$ cat config.mk
export PLATFORM = sky130hd
export DESIGN_NAME = wb_arbiter
export DESIGN_NICKNAME = d
export VERILOG_FILES = /design/src/rtl/wb_arbiter.sv
export SDC_FILE = /design/constraint.sdc
export NUM_CORES = 1
export LEC_CHECK = 0
export ABC_AREA = 1
export CAP_MARGIN = 20
export CORE_MARGIN = 1.5
export CORE_UTILIZATION = 55
export CTS_CLUSTER_SIZE = 16
export DETAILED_ROUTE_END_ITERATION = 12
export DONT_BUFFER_PORTS = 1
export GPL_TIMING_DRIVEN = 1
export PLACE_DENSITY = 0.69
export SYNTH_ARGS = -nofsm -noshare
export SYNTH_HDL_FRONTEND = slang
export SYNTH_SLANG_ARGS = --single-unit
$ cat constraint.sdc
create_clock -name clk -period 18.3 [get_ports clk]
set_input_delay 5.49 -clock clk [delete_from_list [all_inputs] [get_ports clk]]
set_output_delay 5.49 -clock clk [all_outputs]
set_load 0.02 [all_outputs]
$ cat src/rtl/wb_arbiter.sv
// wb_arbiter: write-back arbiter in front of the register file's single write port.
// ALU results issue with one cycle of latency. Memory results are buffered in a
// circular FIFO and issue in arrival order whenever no ALU result competes.
// Optional macro WB_BYPASS_EN: a memory result that arrives while the FIFO is
// empty and no ALU result is present skips the FIFO and issues with latency 1.
module wb_arbiter #(
  parameter int DEPTH  = 4,
  parameter int DATA_W = 32
) (
  input  logic                   clk,
  input  logic                   reset,
  input  logic                   alu_valid,
  input  logic [4:0]             alu_dest,
  input  logic [DATA_W-1:0]      alu_data,
  input  logic                   mem_valid,
  input  logic [4:0]             mem_dest,
  input  logic [DATA_W-1:0]      mem_data,
  output logic                   mem_ready,
  input  logic [4:0]             src_addr1,
  input  logic [4:0]             src_addr2,
  output logic                   hazard,
  output logic                   regWrite,
  output logic [DATA_W-1:0]      write_back,
  output logic [4:0]             dest,
  output logic [$clog2(DEPTH):0] fifo_count
);

  localparam int AW = $clog2(DEPTH);
  localparam int CW = AW + 1;
  localparam logic [CW-1:0] DEPTH_C = CW'(DEPTH);

  logic [DEPTH-1:0]  live;
  logic [4:0]        q_dest [DEPTH];
  logic [DATA_W-1:0] q_data [DEPTH];
  logic [AW-1:0]     wr_ptr;
  logic [AW-1:0]     rd_ptr;

  logic alu_acc;
  logic mem_acc;
  logic bypass;
  logic push;
  logic pop;
  logic push_killed;

  // Readiness comes only from the registered count; a same-cycle pop does not free a slot.
  assign mem_ready   = (fifo_count < DEPTH_C);
  assign alu_acc     = alu_valid && (alu_dest != 5'd0);
  assign mem_acc     = mem_valid && mem_ready && (mem_dest != 5'd0);
`ifdef WB_BYPASS_EN
  assign bypass      = mem_acc && (fifo_count == '0) && !alu_acc;
`else
  assign bypass      = 1'b0;
`endif
  assign push        = mem_acc && !bypass;
  assign pop         = !alu_acc && (fifo_count != '0);
  // A memory result arriving alongside an ALU result for the same register is the older write.
  assign push_killed = alu_acc && (alu_dest == mem_dest);

  // FIFO storage and live bits: ALU kills, pop retires the head, push fills the tail.
  always_ff @(posedge clk or posedge reset) begin
    if (reset) begin
      live <= '0;
      for (int unsigned i = 0; i < DEPTH; i++) begin
        q_dest[i] <= '0;
        q_data[i] <= '0;
      end
    end else begin
      for (int unsigned i = 0; i < DEPTH; i++) begin
        if (alu_acc && (q_dest[i] == alu_dest)) live[i] <= 1'b0;
      end
      if (pop) live[rd_ptr] <= 1'b0;
      if (push) begin
        live[wr_ptr]   <= !push_killed;
        q_dest[wr_ptr] <= mem_dest;
        q_data[wr_ptr] <= mem_data;
      end
    end
  end

  // Circular pointers and occupancy count.
  always_ff @(posedge clk or posedge reset) begin
    if (reset) begin
      wr_ptr     <= '0;
      rd_ptr     <= '0;
      fifo_count <= '0;
    end else begin
      if (push) wr_ptr <= wr_ptr + 1'b1;
      if (pop)  rd_ptr <= rd_ptr + 1'b1;
      case ({push, pop})
        2'b10:   fifo_count <= fifo_count + 1'b1;
        2'b01:   fifo_count <= fifo_count - 1'b1;
        default: fifo_count <= fifo_count;
      endcase
    end
  end

  // Registered write port: ALU first, then FIFO head, then bypassed memory result.
  always_ff @(posedge clk or posedge reset) begin
    if (reset) begin
      regWrite   <= 1'b0;
      write_back <= '0;
      dest       <= '0;
    end else if (alu_acc) begin
      regWrite   <= 1'b1;
      write_back <= alu_data;
      dest       <= alu_dest;
    end else if (pop) begin
      regWrite   <= live[rd_ptr];
      write_back <= q_data[rd_ptr];
      dest       <= q_dest[rd_ptr];
    end else if (bypass) begin
      regWrite   <= 1'b1;
      write_back <= mem_data;
      dest       <= mem_dest;
    end else begin
      regWrite   <= 1'b0;
    end
  end

  // Hazard: any live queued entry targeting a nonzero source register.
  always_comb begin
    hazard = 1'b0;
    for (int unsigned i = 0; i < DEPTH; i++) begin
      if (live[i] && (((src_addr1 != 5'd0) && (q_dest[i] == src_addr1)) ||
                      ((src_addr2 != 5'd0) && (q_dest[i] == src_addr2))))
        hazard = 1'b1;
    end
  end

endmodule

# Word level (Yosys, flattened, before mapping)
# Cells that the tools add are included.
# word_totals
latch_bits	0
romBits	0
mem_bits_rw	0
mem_count	0
ff_bits	197
output_inout_bits	43
elab_cells	119
# classes
n_eq_ne	15
n_reduce_logical	37
add_sub_neg	4
n_bitwise	4
div_mod_pow	0
order_cmp	8
n_mux	36
mul	0
n_shift	0
# ops
operator	n
32-bit two-way mux	5
128-bit bitwise mux	1
5-bit equality test	13
32-bit binary-select mux with 2-bit select	1
32-bit demux with 2-bit select	1
5-bit two-way mux	5
1-bit logical AND	24
20-bit bitwise mux	1
5-bit nonzero test	4
1-bit two-way mux	13
5-bit binary-select mux with 2-bit select	1
5-bit demux with 2-bit select	1
4-bit two-way mux	2
3-bit greater-or-equal comparator (second input constant)	2
2-bit by 3-bit less-than comparator with 1-bit output (second input constant)	2
2-bit NOT with 3-bit output	2
3-bit case mux with 2 select lines	1
2-bit by 1-bit adder with 2-bit output (second input constant)	2
4-bit bitwise AND	1
4-bit bitwise mux	1
1-bit demux with 2-bit select	2
2-bit by 1-bit greater-or-equal comparator with 1-bit output (second input constant)	2
1-bit logical OR	4
4-bit NOT	1
10 further kinds	12

# Depth between registers and ports, before layout
# Gate-level depths: netlist (run 1).
# depth
depth_word	9
ltp_mapped	13
ltp_nobuf	11

# Worst setup path before layout (run 1)
# No wires, ideal clock.
# synth_path
path_type	in2out
startpoint	input src_addr2[2]
endpoint	output hazard
stages	11
arrival_time_ns	6.400
n_path_buf	1
t_required_ns	12.810
path_slack_ns	6.410
path_cell_list	clkbuf_1 nor2_1 nand3_1 inv_1 nor2_1 nand2_1 nand2_1 nand2_1 nand2_1 inv_1 nand2_1
# synth_between
elab_chain_cells	8
elab_cells_between_ends	21
cone_classes	eq/ne: 4; mux: 4; reduce/logical: 13
# synth_rtl
element	line_no	text
start, declared	20	input logic [4:0] src_addr2,
5-bit equality test / 5-bit nonzero test (equally long branches)	125	((src_addr2 != 5'd0) && (q_dest[i] == src_addr2))))
1-bit logical AND	125	
1-bit logical OR	124	if (live[i] && (((src_addr1 != 5'd0) && (q_dest[i] == src_addr1)) ||
1-bit logical AND	124	
1-bit two-way mux (3 in series)	124	
1-bit two-way mux *	124	
end, declared	21	output logic hazard,
# Every way passes the cells marked *; elsewhere a longest branch is shown, timed or not.

# Worst setup path in the final report (run 1)
# layout_path
startpoint	input src_addr2[4]
endpoint	output hazard
# Same word-level chain as after synthesis.

==> results of run 1 <==
[final cells by class]
cell class / count / share of cell area, %
Timing Repair Buffer: 7 / 0.507
Tap cell: 229 / 2.77
Sequential cell: 197 / 47.6
Clock inverter: 12 / 1.65
Inverter: 80 / 3.02
Clock buffer: 20 / 4.31
Multi-Input combinational cell: 841 / 40.2
[per-layer routing]
layer	vias up	share of wire (%)	GRT usage, %	routed length (um)
met5	-	0	0	0
met4	0	1.2	6.77	286
met3	21	6.9	6.43	1670
met2	230	47	41.6	11300
met1	3718	45	36.9	11000
li1	3788	-	-	-
[worst register-to-register path, stage by stage (launching register included)]
cell	delay, ns
dfrtp_1	0.55
nor3_4	0.08
buf_4	0.31
nor2_4	0.49
ha_1	0.25
inv_1	0.07
fa_1	0.38
a21oi_1	0.14
o21ai_0	0.11
xor2_1	0.15
[state kept, by name, summed over array words and instances (netlist names)]
signal and flops:
q_dest 20, q_data 128, rd_ptr 2, fifo_count 3, live 4, write_back 32
wr_ptr 2, dest 5, regWrite 1
[kinds of logic after synthesis]
group                    Yosys count  share of synthesized area, %
AND/OR/NAND/NOR                  436                          17.7
AO/OA/AOI/OAI                    340                          17.7
flip-flops                       197                          49.2
buffers and inverters            171                          9.24
XOR/XNOR                          55                          4.81
adder cells (fa/ha/maj)           10                          1.32
[power breakdown]
part	internal, mW	switching (mW)	leakage, nW	total (mW)
sequential	0.634	0.202	2.46	0.836
combinational	0.242	0.410	2.21	0.652
clock	0.222	0.172	0.295	0.394
[path summary, 6_finish.rpt]
kind                                from       endpoint  slack, ns  cells past startpoint
max in group asynchronous          reset      rd_ptr[0]      11.70                      2
min in group asynchronous          reset     q_data[17]       5.10                      1
setup reg to reg           fifo_count[0]  fifo_count[2]      15.66                      9
hold reg to reg               q_data[85]     q_data[85]       0.48                      2
hold / removal                q_data[85]     q_data[85]       0.48                      2
setup / recovery            src_addr2[4]         hazard       6.58                     10
[cells in the mapped netlist]
master    count  area [um^2]
xor2_1       21          184
buf_4         4         30.0
fa_1          1         20.0
o21ai_0     187          936
nand3_2       2         20.0
o21ai_2       2         17.5
nand2_2       2         12.5
ha_1          9          113
dfrtp_1     197         4930
buf_1         1         3.75
nand2_1     276         1040
buf_2        18         90.1
inv_1        74          278
o22ai_1      33          206
clkbuf_1     35          131
o21ai_1      70          350
xnor2_1      34          298
nand2_4       4         45.0
nand2_8       1         20.0
nor2_1      122          458
nand4_1       9         56.3
nor2_4        1         11.3
or2_2         1         6.26
inv_2         4         15.0
nor2_2        4         25.0
buf_6        32          360
a21oi_1      40          200
o211ai_1      4         30.0
clkbuf_2      1         5.00
nor3_1        1         5.00
a21oi_2       4         35.0
nor3_4        1         16.3
nand3_1      12         60.1
inv_4         2         12.5
[stage by stage]
step | cell area (um^2) | std cells | hold slack [ns]
final | 10400 | 1386 | 0.483
after global routing | 10400 | 1386 | 0.504
after CTS | 10400 | 1386 | 0.485
after detailed placement | 9740 | 1354 | 0.468
after global placement | 9740 | 1354 | 0.461
after floorplan | 10000 | 1209 | 0.448
==> results.md, run 1 <==
- Gp weighted congestion: about 0.87
- Critical path, cell by cell: inv_1 -> nand3_1 -> inv_1 -> nor2_1 -> nand2_1 -> nand2_1 -> nand2_1 -> nand2_1 -> inv_1 -> nand2_1
- DRC violations left: 0
- Number of H-tree levels: 4
- CP required: about 13 ns
- Leak: 4.96 nW
- Critical setup path kind: primary input to output port
- Vias per inst: 5.60
- Slowest-stage cell, CP: nand2_1
- Final max-slew violation count: 0
- Placement row count: between 40 and 50
- Diode insertion count for antenna repair: 0
- Least-Margin Pin Slew: about 0.93 ns
- P per Cell Area: 182 nW/um^2
- Total global-route track usage: between 20% and 30%
- Yosys cell types: 34
- Seq/Total Area, Yosys: between 40% and 50%
- Post-route total power: 1.88 mW
- Max-cap violations: 0
- Sum of routed wire length over all layers: 24300 um
- Most frequent standard cell in the layout excluding fill and tap cells: nand2_1
- Combined flip-flop and latch cell area: 4930 um^2
- Filler cell count in the final layout: between 1.5k and 2k
- I/O pins: 131
- Buf+Inv Stages, Crit Path: 3
- Slew HR: 37.9%
- Setup repair after global routing missed its margin: false
- Setup Viol. Count Final: 0
- Number of warning messages in the yosys log: 0
- Clock network latency to the later pin of the worst-skew pair: 0.44 ns
- Vias in the first global route: 7371
- Pin count of the biggest net entering global routing: approximately 130
- Worst setup slack after placement: 6.57 ns
- Combined area of all synthesized cells: roughly 10000 um^2
- HP Class: flip-flop to flip-flop
- Final critical-path required period: ~12 ns
- CTS tree: done
- Multi-input combinational cell area: about 4200 um^2
- Kind of capture point of the worst setup path: output port
- Full die area: ~19000 um^2
- Final core utilization: 57.9%
- Run status: completed
- Number of buffers created by CTS: 17
- Total overflow reported by the global router: 0
- Number of nets with antenna violations after routing: 0
- Max rail drop VDD: 120 uV
- Die extent in x: 138 um
- Setup Skew: 0.0112 ns
- I/O Buffers: 0
- Die height: 138 um
- Clock slew at the register clock pins of the worst setup and hold paths: 0.07 ns
- Maximum clock path buffer count: 2
- Fraction of layout instances using a drive strength above 1: 5.79%
- Hold Violations, Final: 0
- Number of buffers inserted by hold repair at cts: 0
- Gate Count Post-Synth: 1209
- Clock Sink Count: 197
- Leading cell types in the layout, fill and taps excluded: 276 x nand2_1, 196 x dfrtp_1, 187 x o21ai_0
- Fraction of the cycle the final worst path needs: 64.1%
- Family with the most delay on the worst path: simple AND/OR/NAND/NOR gates
- Worst-case setup margin in the final layout: 6.58 ns
- Antenna violations before repair: 0
- Buffer cell driving the clock tree root: clkbuf_16
- Area growth from synthesis to layout: 3.45%
- Maximum fanout count along the critical path: 5
- Detailed-placement wirelength estimate: 14100 um
- Initial standard-cell utilization of the core: 56.0%
- Fmax achieved: roughly 85 MHz
- Core area: around 18000 um^2
- Nets: 1242
- First-pass GRT wire length: slightly below 40000 um
- Number of iterations in the first detailed-routing pass: 5
- Worst path arrival time: 6.23 ns
- Mean post-synth cell area: 8.29 um^2
- Crit path launch type: primary input
- Most frequent cell on the critical path: nand2_1
- Number of register bits inferred by synthesis: 197
- Post-CTS setup repair buffer count: 0
- DRC marker count from the first detailed-route iteration: 573
- Post-DR wirelength/cell: 17.5 um
- Post-CTS sizing: 0
- Final sum of negative setup slack: 0 ns
- Vias after detailed routing: 7757
- Peak per-stage delay on the critical path: 0.16 ns
- Number of nets produced by synthesis: 1307
No activity file was read; power rests on OpenSTA's default activity.
==> run 2, diff against run 1 <==
==> constraint.sdc (replaced) <==
create_clock -name clk -period 11.75 [get_ports clk]
set_input_delay 3.525 -clock clk [delete_from_list [all_inputs] [get_ports clk]]
set_output_delay 3.525 -clock clk [all_outputs]
set_load 0.02 [all_outputs]
==> run 2 against run 1 <==
Compared with the run above:
- routed wire length is 1.6% lower
- sequential cell count unchanged
- setup slack got worse by 2.6 ns
- final cell count about the same
- sequential power is 56% higher
- register-to-register slack lost 6.5 ns
- count of clock-buffer cells in the layout rose by 2
- hold slack worse by 0.0015 ns
- via count grew 0.35%
- first-iteration DRC count rose by 4.0%
- highest routed layer unchanged
==> results.md, run 2 (synthesis gave the netlist of run 1 again) <==
- Max reg flops: 128
- Least-Margin Pin Slew: 0.921 ns
- Placed Instances: 1354
- Nets: around 1.2k
- HP Class: flip-flop to flip-flop
- Sum of routed wire length over all layers: 23900 um
- Most frequent standard cell in the layout excluding fill and tap cells: nand2_1
- Leak: ~5.0 nW
- Buffer cell driving the clock tree root: clkbuf_16
- Share of total power consumed by net switching: 41.7%
- Post-CTS setup repair buffer count: 0
- Max rail drop VDD: roughly 180 uV
- Vias per inst: roughly 5.6
- Die extent in x: 138 um
- Pin count of the biggest net entering global routing: 127
- Detailed-placement wirelength estimate: ~14000 um
- Kind of capture point of the worst setup path: output port
- Vias after detailed routing: around 7.8k
- Post-DR wirelength/cell: 17.3 um
- CP required: 8.23 ns
- DRC violations left: 0
- Clock slew at the register clock pins of the worst setup and hold paths: ~0.07 ns
- Fraction of the cycle the final worst path needs: 66.5%
- Fraction of power consumed by the clock network: 19.9%
- Number of buffers inserted by hold repair at cts: 0
- Full die area: 19000 um^2
- Clock network latency to the later pin of the worst-skew pair: between 0.4 and 0.5 ns
- Post-CTS sizing: 0
- Antenna violations before repair: 0
- Fmax achieved: 128 MHz
- Post-route total power: between 2 and 3 mW
- Internal Pwr Total: 1.68 mW
- Register name with the most flops: q_data
- Number of nets with antenna violations after routing: 0
- Biggest regs: q_data: 128 flops, write_back: 32 flops, q_dest: 20 flops
- Comb pwr share: 35.0%
- Critical path, cell by cell: nor2_1 -> nand3_1 -> inv_1 -> nor2_1 -> nand2_1 -> nand2_1 -> nand2_1 -> nand2_1 -> inv_1 -> nand2_1
- DRC marker count from the first detailed-route iteration: 596
- Worst path arrival time: about 4.3 ns
- Placement row count: 49
- Finished Layout Cells: 1385
- Fraction of layout instances using a drive strength above 1: 5.80%
- First-pass GRT wire length: 38100 um
- Total global-route track usage: 26.2%
- Hold slack final: 0.481 ns
- Buf+Inv Stages, Crit Path: 2
- Maximum clock path buffer count: 2
- Maximum fanout count along the critical path: 6
- Initial standard-cell utilization of the core: roughly 56%
- Most frequent cell on the critical path: nand2_1
- Leading cell types in the layout, fill and taps excluded: 276 x nand2_1, 196 x dfrtp_1, 187 x o21ai_0
- Setup repair after global routing missed its margin: false
- Number of H-tree levels: 4
- Critical setup path kind: primary input to output port
- Setup Viol. Count Final: 0
- Multi-input combinational cell area: 4160 um^2
- Family with the most delay on the worst path: simple AND/OR/NAND/NOR gates
- Fraction of power consumed by sequential logic: 45.1%
- Slowest-stage cell, CP: nand2_1
- Final critical-path required period: 7.81 ns
- Vias in the first global route: a little over 7k
- Hold Violations, Final: 0
- Die height: 138 um
- I/O pins: about 130
- I/O Buffers: 0
- Peak per-stage delay on the critical path: 0.14 ns
- Combined flip-flop and latch cell area: just under 5000 um^2
- Clock Sink Count: approximately 200
- Number of buffers created by CTS: 17
- Diode insertion count for antenna repair: 0
- Final max-slew violation count: 0
- CTS tree: done
- Crit path launch type: primary input
- Net switching power figure: 1.20 mW
- Area growth from synthesis to layout: 3.02%
- Number of iterations in the first detailed-routing pass: 6
- Setup Skew: 0.0101 ns
- Core area: 17900 um^2
- P per Cell Area: between 200 and 300 nW/um^2
- Run status: completed
- Slew HR: 38.6%
- Gp weighted congestion: 0.870
- Total overflow reported by the global router: 0
- Filler cell count in the final layout: between 1.5k and 2k
- Final sum of negative setup slack: 0 ns
- Max-cap violations: 0
[run 2: cell types whose count changed in the layout (fill, tap and decap cells not counted)]
| cell | change |
|---|---|
| clkbuf_8 | +3 |
| clkinv_2 | +3 |
| clkinv_4 | -3 |
| bufinv_16 | -2 |
| clkinvlp_4 | -2 |
| inv_6 | +2 |
| clkbuf_1 | -1 |
| inv_8 | -1 |
[run 2: stage by stage]
step / instance area [um^2] / utilization [%] / setup slack, ns
2_1_floorplan: 10000 / - / 2.86
3_3_place_gp: 9740 / 54.4 / 3.96
3_5_place_dp: 9740 / 54.4 / 3.93
4_1_cts: 10300 / 57.6 / 3.93
5_1_grt: 10300 / 57.6 / 3.73
6_report: 10300 / 57.6 / 3.94
[run 2: path summary, 6_finish.rpt]
kind | slack [ns] | from | end | cells past startpoint
min in group asynchronous | 3.07 | reset | write_back[16] | 1
max reg2reg | 9.13 | fifo_count[0] | fifo_count[2] | 9
min reg2reg | 0.48 | q_data[91] | q_data[91] | 2
max in group asynchronous | 7.10 | reset | rd_ptr[0] | 2
min | 0.48 | q_data[91] | q_data[91] | 2
max | 3.94 | src_addr2[0] | hazard | 10
[run 2: cell type report]
type,instances,share of cell area (%)
flip-flops and latches,197,47.8
multi-input cells,841,40.3
clock buffers,22,4.69
inverters,80,3.03
well taps,229,2.78
clock inverters,9,0.885
repair buffers,7,0.509
[run 2: tightest hold or removal path, stage by stage, from the launching register on]
cell and delay, ns:
dfrtp_1 0.34, nand2_1 0.05, o21ai_0 0.06
[run 2: power by group through the flow]
stage	clock [mW]	sequential [mW]	combinational, mW
after CTS	0.584	1.30	1.02
final	0.574	1.30	1.01
after floorplan	0	1.23	0.880
after detailed placement	0	1.30	1.02
after global routing	0.614	1.34	1.16
after global placement	0	1.30	0.988
[run 2: layer usage]
| layer | wire [um] | track usage (%) | vias to the layer above |
|---|---|---|---|
| met4 | 377 | 6.60 | 0 |
| li1 | - | - | 3782 |
| met2 | 10900 | 40.7 | 234 |
| met5 | 0 | 0 | - |
| met3 | 1470 | 6.69 | 24 |
| met1 | 11200 | 36.9 | 3744 |
==> run 3, diff against run 2 <==
--- a/config.mk
+++ b/config.mk
@@ -13,7 +13,7 @@
 export DETAILED_ROUTE_END_ITERATION = 12
 export DONT_BUFFER_PORTS = 1
 export GPL_TIMING_DRIVEN = 1
-export PLACE_DENSITY = 0.69
+export PLACE_DENSITY = 0.72
 export SYNTH_ARGS = -nofsm -noshare
 export SYNTH_HDL_FRONTEND = slang
 export SYNTH_SLANG_ARGS = --single-unit
==> constraint.sdc (replaced) <==
create_clock -name clk -period 6.9 [get_ports clk]
set_input_delay 2.07 -clock clk [delete_from_list [all_inputs] [get_ports clk]]
set_output_delay 2.07 -clock clk [all_outputs]
set_load 0.02 [all_outputs]
==> run 3 against run 2 <==
Compared with the run above:
- total power is 73% higher
- design area is 0.35% higher
- count of clock-buffer cells in the layout is 1 lower
- utilization is 0.20 points higher
- non-clock buffer count is 1 higher
- final cell count hardly changed
- sequential cell count stayed put
- hold slack worse by 0.0022 ns
- first-iteration DRC count is 2.3% lower
- largest cell class unchanged
- largest power group unchanged
==> results.md, run 3 (synthesis gave the netlist of run 1 again) <==
- End of the worst register-to-register path: fifo_count[2]
- Hold slack final: 0.479 ns
- Number of nets with antenna violations after routing: 0
- Number of buffers inserted by hold repair at cts: 0
- I/O Buffers: 0
- Detailed-placement wirelength estimate: roughly 14000 um
- Worst path arrival time: roughly 2.8 ns
- Final max-slew violation count: 0
- Fraction of power consumed by sequential logic: 44.7%
- CP required: 4.83 ns
- Buf+Inv Stages, Crit Path: 2
- Fraction of power consumed by the clock network: 20.5%
- Die extent in x: 138 um
- Placement row count: 49
- Critical path, cell by cell: nor2_1 -> nand3_1 -> inv_1 -> nor2_1 -> nand2_1 -> nand2_1 -> nand2_1 -> nand2_1 -> inv_1 -> nand2_1
- Most frequent standard cell in the layout excluding fill and tap cells: nand2_1
- Placed Instances: 1355
- Net switching power figure: 2.06 mW
- Initial standard-cell utilization of the core: 56.0%
- Leading cell types in the layout, fill and taps excluded: 276 x nand2_1, 196 x dfrtp_1, 187 x o21ai_0
- Hold Violations, Final: 0
- Share of total power consumed by net switching: 41.4%
- Critical path startpoint: src_addr2[2]
- Final critical-path required period: approximately 4.9 ns
- Setup repair after global routing missed its margin: false
- Register-to-Register Setup Slack: 4.52 ns
- Worst setup path endpoint: hazard
- DRC violations left: 0
- Number of H-tree levels: 4
- Sum of routed wire length over all layers: 24100 um
- Clock network latency to the later pin of the worst-skew pair: 0.44 ns
- Clock slew at the register clock pins of the worst setup and hold paths: 0.06 ns
- Total overflow reported by the global router: 0
- Buffer cell driving the clock tree root: clkbuf_16
- Register name with the most flops: q_data
- Number of iterations in the first detailed-routing pass: 5
- Max reg flops: 128
- Launch point of the worst reg-to-reg path: fifo_count[0]
- Area growth from synthesis to layout: 3.39%
- Internal Pwr Total: approximately 3 mW
- First-pass GRT wire length: 38600 um
- HP Class: flip-flop to flip-flop
- CTS tree: done
- Maximum fanout count along the critical path: 5
- Crit path launch type: primary input
- Max rail drop VDD: 226 uV
- Comb pwr share: 34.8%
- Family with the most delay on the worst path: simple AND/OR/NAND/NOR gates
- Critical setup path kind: primary input to output port
- Slew HR: 34.9%
- Combined flip-flop and latch cell area: about 4900 um^2
- Least-Margin Pin Slew: around 0.98 ns
- DRC marker count from the first detailed-route iteration: slightly below 600
- Worst Min Path Start: q_data[84]
- Biggest regs: q_data: 128 flops, write_back: 32 flops, q_dest: 20 flops
- Logic depth of the worst path, buffers included: 10
- Max-cap violations: 0
- Worst-case setup margin in the final layout: 2.01 ns
- Setup Viol. Count Final: 0
- Total global-route track usage: 26.6%
- Gp weighted congestion: 0.862
- Antenna violations before repair: 0
- Core area: 17900 um^2
- Clock Sink Count: 197
- Post-CTS setup repair buffer count: 0
- Final sum of negative setup slack: 0 ns
- Maximum clock path buffer count: 2
- I/O pins: 131
- Diode insertion count for antenna repair: 0
- Setup Skew: 0.0136 ns
- Post-CTS sizing: 0
- Nets: ~1.2k
- Peak per-stage delay on the critical path: 0.13 ns
- Vias per inst: between 5 and 6
- Fraction of layout instances using a drive strength above 1: between 5 and 6%
- Run status: completed
- Vias in the first global route: 7486
- Filler cell count in the final layout: 1669
- Most frequent cell on the critical path: nand2_1
- Multi-input combinational cell area: 4160 um^2
- Pin count of the biggest net entering global routing: approximately 110
- Fmax achieved: between 200 and 250 MHz
- Kind of capture point of the worst setup path: output port
- Finished Layout Cells: 1384
- Slowest-stage cell, CP: nand3_1
- Post-DR wirelength/cell: 17.4 um
- Vias after detailed routing: approximately 8k
- Full die area: 19000 um^2
- Number of buffers created by CTS: 17
- Leak: 4.96 nW
- Worst r2r path cells: 8
- Fraction of the cycle the final worst path needs: between 70% and 80%
- Worst setup slack after placement: around 2 ns
- Die height: 138 um
- P per Cell Area: 481 nW/um^2
run 3: cell types whose count changed in the layout (fill, tap and decap cells not counted):
cell / delta
inv_6: -2
bufinv_16: +2
inv_8: -2
clkinv_2: -1
clkinvlp_4: +2
clkbuf_8: -1
buf_12: +1
run 3: area by class of cell:
type	count	share of cell area, %
sequential	197	47.6
multi-input combinational	841	40.2
clock inverter	8	1.21
timing repair buffer	8	0.701
tap	229	2.77
inverter	80	2.98
clock buffer	21	4.54
run 3: stage by stage:
| step | area (um^2) | power [mW] | utilization, % |
|---|---|---|---|
| global placement | 9760 | 3.89 | 54.5 |
| detailed placement | 9760 | 3.97 | 54.5 |
| floorplan | 10000 | 3.59 | - |
| CTS | 10400 | 4.99 | 57.8 |
| global route | 10400 | 5.36 | 57.8 |
| finish | 10400 | 4.99 | 57.8 |
run 3: worst min-delay path by stage:
| stage | end | slack, ns | cells after the start |
|---|---|---|---|
| 2_1_floorplan | q_data[38] | 0.45 | 2 |
| 3_3_place_gp | q_data[93] | 0.46 | 2 |
| 3_5_place_dp | q_data[93] | 0.47 | 2 |
| 4_1_cts | q_data[93] | 0.48 | 2 |
| 5_1_grt | q_data[72] | 0.50 | 2 |
| 6_report | q_data[84] | 0.48 | 2 |
run 3: per-layer routing:
metal / share of wire, % / track usage, %
met5: 0 / 0
met4: 1.2 / 7.99
met3: 6.5 / 5.70
met2: 46 / 41.3
met1: 46 / 37.7
run 3: worst reg2reg max path, cell delays in order (launching register included):
cell     delay [ns]
dfrtp_1        0.58
nor3_4         0.10
nor2_4         0.41
ha_1           0.23
inv_1          0.07
fa_1           0.38
a21oi_1        0.14
o21ai_0        0.17
xor2_1         0.18
run 3: power by group through the flow:
| stage | Combinational (mW) | Clock, mW | Sequential [mW] |
|---|---|---|---|
| floorplan | 1.50 | 0 | 2.09 |
| global placement | 1.68 | 0 | 2.22 |
| detailed placement | 1.73 | 0 | 2.23 |
| CTS | 1.74 | 1.03 | 2.22 |
| global route | 1.99 | 1.07 | 2.29 |
| finish | 1.73 | 1.02 | 2.23 |
